<file path="config.mk">
export PLATFORM = sky130hd
export DESIGN_NAME = uart_cmd_bridge
export DESIGN_NICKNAME = d
export VERILOG_FILES = /design/src/rtl/uart_cmd_bridge.sv
export SDC_FILE = /design/constraint.sdc
export NUM_CORES = 1
export LEC_CHECK = 0
export ABC_AREA = 1
export BUFFER_PORTS_ARGS = -buffer_cell sky130_fd_sc_hd__buf_2
export CAP_MARGIN = 25
export CORE_MARGIN = 3
export CORE_UTILIZATION = 30
export CTS_CLUSTER_DIAMETER = 60
export DETAILED_ROUTE_END_ITERATION = 12
export PLACE_DENSITY = 0.46
export REMOVE_ABC_BUFFERS = 1
export SLEW_MARGIN = 20
export SYNTH_ARGS = -nofsm -noshare
export SYNTH_HDL_FRONTEND = slang
export SYNTH_SLANG_ARGS = --single-unit
</file>
<file path="constraint.sdc">
create_clock -name clk -period 2.53 [get_ports clk]
set_input_delay 0.759 -clock clk [delete_from_list [all_inputs] [get_ports clk]]
set_output_delay 0.759 -clock clk [all_outputs]
set_load 0.01 [all_outputs]
</file>
<file path="src/rtl/uart_cmd_bridge.sv">
// Host-side register-access bridge: decodes write/read commands from the uart rx FIFO,
// runs one bus transaction and returns a one-byte response through the tx FIFO.
module uart_cmd_bridge #(
    parameter int unsigned ADDR_WIDTH  = 8,
    parameter int unsigned RX_TIMEOUT  = 100000,
    parameter int unsigned BUS_TIMEOUT = 255
) (
    input  logic                  clk,
    input  logic                  rst,
    input  logic [7:0]            rx_data,
    input  logic                  rx_empty,
    output logic                  rx_read,
    output logic [7:0]            tx_data,
    output logic                  tx_write,
    input  logic                  tx_full,
    output logic [ADDR_WIDTH-1:0] bus_addr,
    output logic [7:0]            bus_wdata,
    output logic                  bus_we,
    output logic                  bus_re,
    input  logic [7:0]            bus_rdata,
    input  logic                  bus_ack
);

    localparam int unsigned RXW = $clog2(RX_TIMEOUT + 1);
    localparam int unsigned BSW = $clog2(BUS_TIMEOUT + 1);
    localparam logic [RXW-1:0] RX_LIMIT = RXW'(RX_TIMEOUT);
    localparam logic [BSW-1:0] BUS_LAST = BSW'(BUS_TIMEOUT - 1);
    localparam logic [7:0] OP_WR   = 8'h57;
    localparam logic [7:0] OP_RD   = 8'h52;
    localparam logic [7:0] RSP_ACK = 8'h06;
    localparam logic [7:0] RSP_NAK = 8'h15;

    typedef enum logic [2:0] {
        S_IDLE,
        S_GET_ADDR,
        S_GET_DATA,
        S_BUS_WR,
        S_BUS_RD,
        S_RESP
    } state_t;

    state_t                r_state, w_state;
    logic                  r_rx_read, w_rx_read;
    logic                  r_req, w_req;
    logic                  r_is_wr, w_is_wr;
    logic [ADDR_WIDTH-1:0] r_addr, w_addr;
    logic [7:0]            r_wdata, w_wdata;
    logic [7:0]            r_resp, w_resp;
    logic [RXW-1:0]        r_rx_cnt, w_rx_cnt;
    logic [BSW-1:0]        r_bus_cnt, w_bus_cnt;
    logic                  w_fetch;

    always_ff @(posedge clk or posedge rst) begin
        if (rst) begin
            r_state <= S_IDLE;
        end else begin
            r_state <= w_state;
        end
    end

    always_ff @(posedge clk or posedge rst) begin
        if (rst) begin
            r_rx_read <= 1'b0;
            r_req     <= 1'b0;
            r_is_wr   <= 1'b0;
            r_addr    <= '0;
            r_wdata   <= '0;
            r_resp    <= '0;
            r_rx_cnt  <= '0;
            r_bus_cnt <= '0;
        end else begin
            r_rx_read <= w_rx_read;
            r_req     <= w_req;
            r_is_wr   <= w_is_wr;
            r_addr    <= w_addr;
            r_wdata   <= w_wdata;
            r_resp    <= w_resp;
            r_rx_cnt  <= w_rx_cnt;
            r_bus_cnt <= w_bus_cnt;
        end
    end

    always_comb begin
        w_state   = r_state;
        w_rx_read = 1'b0;
        w_req     = r_req;
        w_is_wr   = r_is_wr;
        w_addr    = r_addr;
        w_wdata   = r_wdata;
        w_resp    = r_resp;
        w_rx_cnt  = r_rx_cnt;
        w_bus_cnt = r_bus_cnt;
        // The pop lands one cycle after capture, so the head is stale while rx_read is high.
        w_fetch   = !rx_empty && !r_rx_read &&
                    (r_state == S_IDLE || r_state == S_GET_ADDR || r_state == S_GET_DATA);

        unique case (r_state)
            S_IDLE: begin
                w_rx_cnt  = '0;
                w_bus_cnt = '0;
                w_req     = 1'b0;
                if (w_fetch) begin
                    w_rx_read = 1'b1;
                    if (rx_data == OP_WR) begin
                        w_is_wr = 1'b1;
                        w_state = S_GET_ADDR;
                    end else if (rx_data == OP_RD) begin
                        w_is_wr = 1'b0;
                        w_state = S_GET_ADDR;
                    end else begin
                        w_resp  = RSP_NAK;
                        w_state = S_RESP;
                    end
                end
            end
            S_GET_ADDR: begin
                if (w_fetch) begin
                    w_rx_read = 1'b1;
                    w_rx_cnt  = '0;
                    w_addr    = rx_data[ADDR_WIDTH-1:0];
                    w_state   = r_is_wr ? S_GET_DATA : S_BUS_RD;
                end else if (r_rx_cnt == RX_LIMIT) begin
                    w_state = S_IDLE;
                end else begin
                    w_rx_cnt = r_rx_cnt + 1'b1;
                end
            end
            S_GET_DATA: begin
                if (w_fetch) begin
                    w_rx_read = 1'b1;
                    w_rx_cnt  = '0;
                    w_wdata   = rx_data;
                    w_state   = S_BUS_WR;
                end else if (r_rx_cnt == RX_LIMIT) begin
                    w_state = S_IDLE;
                end else begin
                    w_rx_cnt = r_rx_cnt + 1'b1;
                end
            end
            S_BUS_WR, S_BUS_RD: begin
                // First cycle only raises the request; acks count once it is visible.
                if (!r_req) begin
                    w_req     = 1'b1;
                    w_bus_cnt = '0;
                end else if (bus_ack) begin
                    w_req   = 1'b0;
                    w_resp  = (r_state == S_BUS_WR) ? RSP_ACK : bus_rdata;
                    w_state = S_RESP;
                end else if (r_bus_cnt == BUS_LAST) begin
                    w_req   = 1'b0;
                    w_resp  = RSP_NAK;
                    w_state = S_RESP;
                end else begin
                    w_bus_cnt = r_bus_cnt + 1'b1;
                end
            end
            S_RESP: begin
                if (!tx_full) begin
                    w_state = S_IDLE;
                end
            end
            default: w_state = S_IDLE;
        endcase
    end

    assign rx_read   = r_rx_read;
    assign bus_we    = r_req & r_is_wr;
    assign bus_re    = r_req & ~r_is_wr;
    assign bus_addr  = r_addr;
    assign bus_wdata = r_wdata;
    assign tx_data   = r_resp;
    assign tx_write  = (r_state == S_RESP) & ~tx_full;

endmodule
</file>
; ---- Yosys cells after proc, flatten, opt, wreduce, memory -nomap -nowiden
; Index checks and enable logic that the tools add are counted.
[classes]
n_addsub = 2
n_eq_ne = 18
muxes = 35
bitwise_logic = 5
reduce_logical = 20
[ops]
columns = op, count
row1 = $mux W8, 10
row2 = $mux W17, 2
row3 = $pmux W17 S2, 1
row4 = $mux W3, 11
row5 = $pmux W8 S2, 2
row6 = $add A17 B1 Y17 const B, 1
row7 = $eq A17 B17 Y1 const B, 1
row8 = $eq A8 B7 Y1 const B, 2
row9 = $pmux W3 S5, 1
row10 = $ne A3 B3 Y1 const B, 4
row11 = $ne A2 B2 Y1 const B, 5
row12 = $add A8 B1 Y8 const B, 1
row13 = $eq A8 B8 Y1 const B, 1
row14 = $mux W1, 7
row15 = $eq A3 B2 Y1 const B, 2
row16 = $eq A3 B3 Y1 const B, 2
row17 = $reduce_and A2 Y1, 3
row18 = $reduce_and A3 Y1, 2
row19 = $reduce_and A6 Y1, 1
row20 = $reduce_bool A2 Y1, 3
row21 = $reduce_and A4 Y1, 1
row22 = $reduce_or A2 Y1, 2
row23 = $and A1 B1 Y1, 3
row24 = $eq A3 B1 Y1 const B, 1
row25 = other kinds (7), 11
[word_totals]
reg_bits = 55
inputBits = 21

; ---- Depth between registers and ports, before layout
[logic_depth]
ltp_word = 6
mapped_depth = 13
ltp_nobuf = 13

; ---- Worst setup path after synthesis
; No wires, ideal clock.
[synth_timing]
path_type = input port to output port
startpoint = input port tx_full
endpoint = output port tx_write
arrival_time_ps = 1192
path_slack_ps = 579
cell_stages = 1
path_buffers = 0
cell_sequence = nor4_1
[synth_via]
elab_chain_cells = 2
[synth_lines]
columns = element, line_no
row1 = from (decl), 15  ; input logic tx_full,
row2 = $not A1 Y1, 172  ; assign tx_write = (r_state == S_RESP) & ~tx_full;
row3 = $and A1 B1 Y1, 172
row4 = to (decl), 14  ; output logic tx_write,
; No other way between the ends.

; ---- Final worst setup path
[layout_timing]
startpoint = register r_state[0]
endpoint = output port tx_write
[layout_via]
elab_chain_cells = 2
[layout_lines]
columns = element, line_no
row1 = from (decl), 42  ; state_t r_state, w_state;
row2 = from (signal assigned), 57  ; r_state <= w_state;
row3 = $eq A3 B3 Y1, 172
row4 = $and A1 B1 Y1, 172
; No other way between the ends.

==> results by group <==
Synth
  • Avg Inst Size Synth: 7.36 um^2
  • Synth warnings: 0
  • Cell count after synthesis: 417
  • Mapped Area: 0.00307 mm^2
  • Seq/Total Area, Yosys: 44.8%
  • Yosys reg bits: 55
  • Distinct cell type count after synthesis: 27

Clock tree
  • Clk pin slew, worst setup/hold paths: 100 ps
  • Postcts setup bufs: 0
  • Clock sinks: 55
  • Worst-Skew Late Latency: 310 ps
  • CTS tree: yes
  • CTS Buf Count: 5
  • Root buf cell: clkbuf_8
  • Resize count post-CTS: 0
  • CTS Buffer Depth: 2
  • Htree depth: 2
  • Hold_buf cts: 0

Power and ir drop
  • Leak: 1.88 nW
  • Worst VDD drop: 0.278 mV
  • Power Density: 950 mW/mm^2

STA
  • PnR worst setup slack: 428 ps
  • WHS: 473 ps
  • Setup Skew: 10.1 ps
  • Final setup viols: 0
  • TNS Setup: 0 ps
  • Fmax: 476 MHz
  • Slew headroom: 65.1%
  • Final worst-path cycle share: 83.1%
  • RSZ-0062 raised after global routing: no
  • Final Hold Viols: 0
  • Slew Limit Fails: 0
  • Worst-margin pin slew: 522 ps
  • Final Critical Period: 2100 ps

Critical path
  • CP Launch Point: r_state[0]
  • FF-to-FF End: r_rx_cnt[16]
  • Critical setup path kind: reg -> out
  • CP startpoint kind: register
  • Worst Setup EP: tx_write
  • Worst-path fanout max: 5
  • CP required: 1770 ps
  • Reg2reg setup slack: 700 ps
  • Slowest stage cell on the critical path: dfrtp_1
  • R2R Path Start: r_rx_cnt[0]
  • Worst Path Arrival: 1340 ps
  • Worst path cell trace: inv_1 -> nor4_1 -> buf_2
  • CP Capture Type: output pin
  • CP peak stage delay: 460 ps
  • Reg2Reg Depth: 12

Floorplanning
  • Core area: 0.00986 mm^2
  • Die Area: 0.0115 mm^2
  • Initial core utilization: 31.1%
  • # IOs: 49
  • Row cnt: 36
  • Die width: 107 um
  • Die Height: 107 um

GRT
  • Grt total ovfl: 0
  • All-Layer GR Usage: 13.7%
  • Vias in the first global route: 2,649
  • Largest net degree at the start of global routing: 56
  • First-pass GRT wire length: 12,800 um
  • Initial antenna violation count: 0

Finish
  • Area of the multi-input gates: 0.00143 mm^2
  • Fill cell count: 1,075
  • NumNets Final: 495
  • Layout cells sized above 1: 18.0%
  • Cell Count, Final, Fillers Out: 604
  • Sequential cell area: 0.00138 mm^2
  • Diode count: 0
  • Layout area overhead: 17.4%

Routing
  • TritonRoute pass-1 iters: 4
  • Final wirelength: 7460 um
  • DRT antenna net count: 0
  • Vias: 2,730
  • Violation count after the first detailed-route iteration: 135
  • Drt drc: 0
  • WL/cell: 12.4 um
  • Via/cell ratio: 4.52

Placed design
  • Placed insts: 596
  • Pre-CTS WS: 445 ps
  • IO buf count: 48
  • Final HPWL DP: 5490 um
  • Final estimated routing congestion in global placement: 0.830

Worst hold path
  • Hold crit path type: reg -> reg

Flow run
  • Max Cap Viol: 0

Run status
  • Outcome: finished, final reports clean
how the worst min path moves through the flow:
stage / startpoint / to / slack, ps / cells past startpoint
floorplan: r_rx_cnt[16] / r_rx_cnt[16] / 490 / 2
global placement: tx_data[4] / tx_data[4] / 450 / 2
detailed placement: tx_data[4] / tx_data[4] / 450 / 2
CTS: tx_data[4] / tx_data[4] / 480 / 2
global route: tx_data[1] / tx_data[1] / 500 / 2
finish: tx_data[4] / tx_data[4] / 470 / 2
state kept, by name, summed over array words and instances, names as in the netlist:
register / count
rx_read: 1
r_req: 1
bus_wdata: 8
r_bus_cnt: 8
r_rx_cnt: 17
r_state: 3
bus_addr: 8
tx_data: 8
r_is_wr: 1
report_power, final:
part           switching [mW]  internal (mW)
Combinational           0.999          0.465
Sequential              0.162           1.11
Clock                   0.294          0.396
through the flow:
| step | area, um^2 | utilization [%] | power (mW) |
|---|---|---|---|
| 3_3_place_gp | 3470 | 35.2 | 2.76 |
| 4_1_cts | 3600 | 36.5 | 3.48 |
| 3_5_place_dp | 3470 | 35.2 | 2.77 |
| 6_report | 3600 | 36.5 | 3.42 |
| 5_1_grt | 3600 | 36.5 | 3.72 |
| 2_1_floorplan | 3020 | - | 2.24 |
layout by cell type (no fill, tap or decap), types with 4 or more instances in the layout:
cell / n
nor2_1: 41
nand3_1: 38
nand2_1: 126
nand2_2: 5
buf_2: 48
inv_2: 8
xor2_1: 8
o21ai_1: 9
o21ai_0: 30
clkbuf_8: 5
dfrtp_1: 55
a21oi_1: 6
ha_1: 4
nand4_1: 15
inv_1: 46
nor2_2: 4
routing by layer:
metal / up-vias / share of wire, % / track usage [%]
li1: 1435 / - / -
met1: 1228 / 50 / 18.8
met2: 59 / 44 / 22.2
met3: 8 / 5.0 / 2.65
met4: 0 / 1.1 / 3.56
met5: - / 0 / 0
cell type report:
type | instances | share of cell area, %
timing repair buffer | 52 | 7.85
tap | 133 | 4.62
sequential | 55 | 38.2
clock buffer | 6 | 2.01
multi-input combinational | 300 | 39.7
inverter | 56 | 5.97
clock inverter | 2 | 1.67
synth_stat cells:
| cell | number | area, um^2 |
|---|---|---|
| nand2_1 | 126 | 473 |
| dfrtp_1 | 55 | 1380 |
| inv_1 | 47 | 176 |
| nor2_1 | 41 | 154 |
| nand3_1 | 38 | 190 |
| o21ai_0 | 30 | 150 |
| nand4_1 | 15 | 93.8 |
| o21ai_1 | 9 | 45.0 |
| xor2_1 | 8 | 70.1 |
| inv_2 | 7 | 26.3 |
| a21oi_1 | 6 | 30.0 |
| nand2_2 | 5 | 31.3 |
| ha_1 | 4 | 50.1 |
| nor2_2 | 4 | 25.0 |
| buf_6 | 3 | 33.8 |
| o21ai_2 | 3 | 26.3 |
| clkbuf_1 | 2 | 7.51 |
| inv_4 | 2 | 12.5 |
| nand2_4 | 2 | 22.5 |
| or2_2 | 2 | 12.5 |
| xnor2_1 | 2 | 17.5 |
| buf_4 | 1 | 7.51 |
| nand3b_1 | 1 | 7.51 |
| nor4_1 | 1 | 6.26 |
| o21a_1 | 1 | 7.51 |
| o21bai_1 | 1 | 7.51 |
| o41ai_1 | 1 | 8.76 |
worst max-delay path: cells and delay by family (launching register included):
kind                   cells  cell delay [ps]
and+or+nand+nor            1              260
buffers and inverters      2              310
DFF                        1              460
kinds of logic after synthesis:
logic type	Yosys count	share of synthesized area [%]
simple gates	235	33.1
buf+inv	62	8.60
fa+ha+maj	4	1.63
flops	55	44.8
compound gates	51	8.97
xor+xnor	10	2.85
No activity file was read; power rests on OpenSTA's default activity.
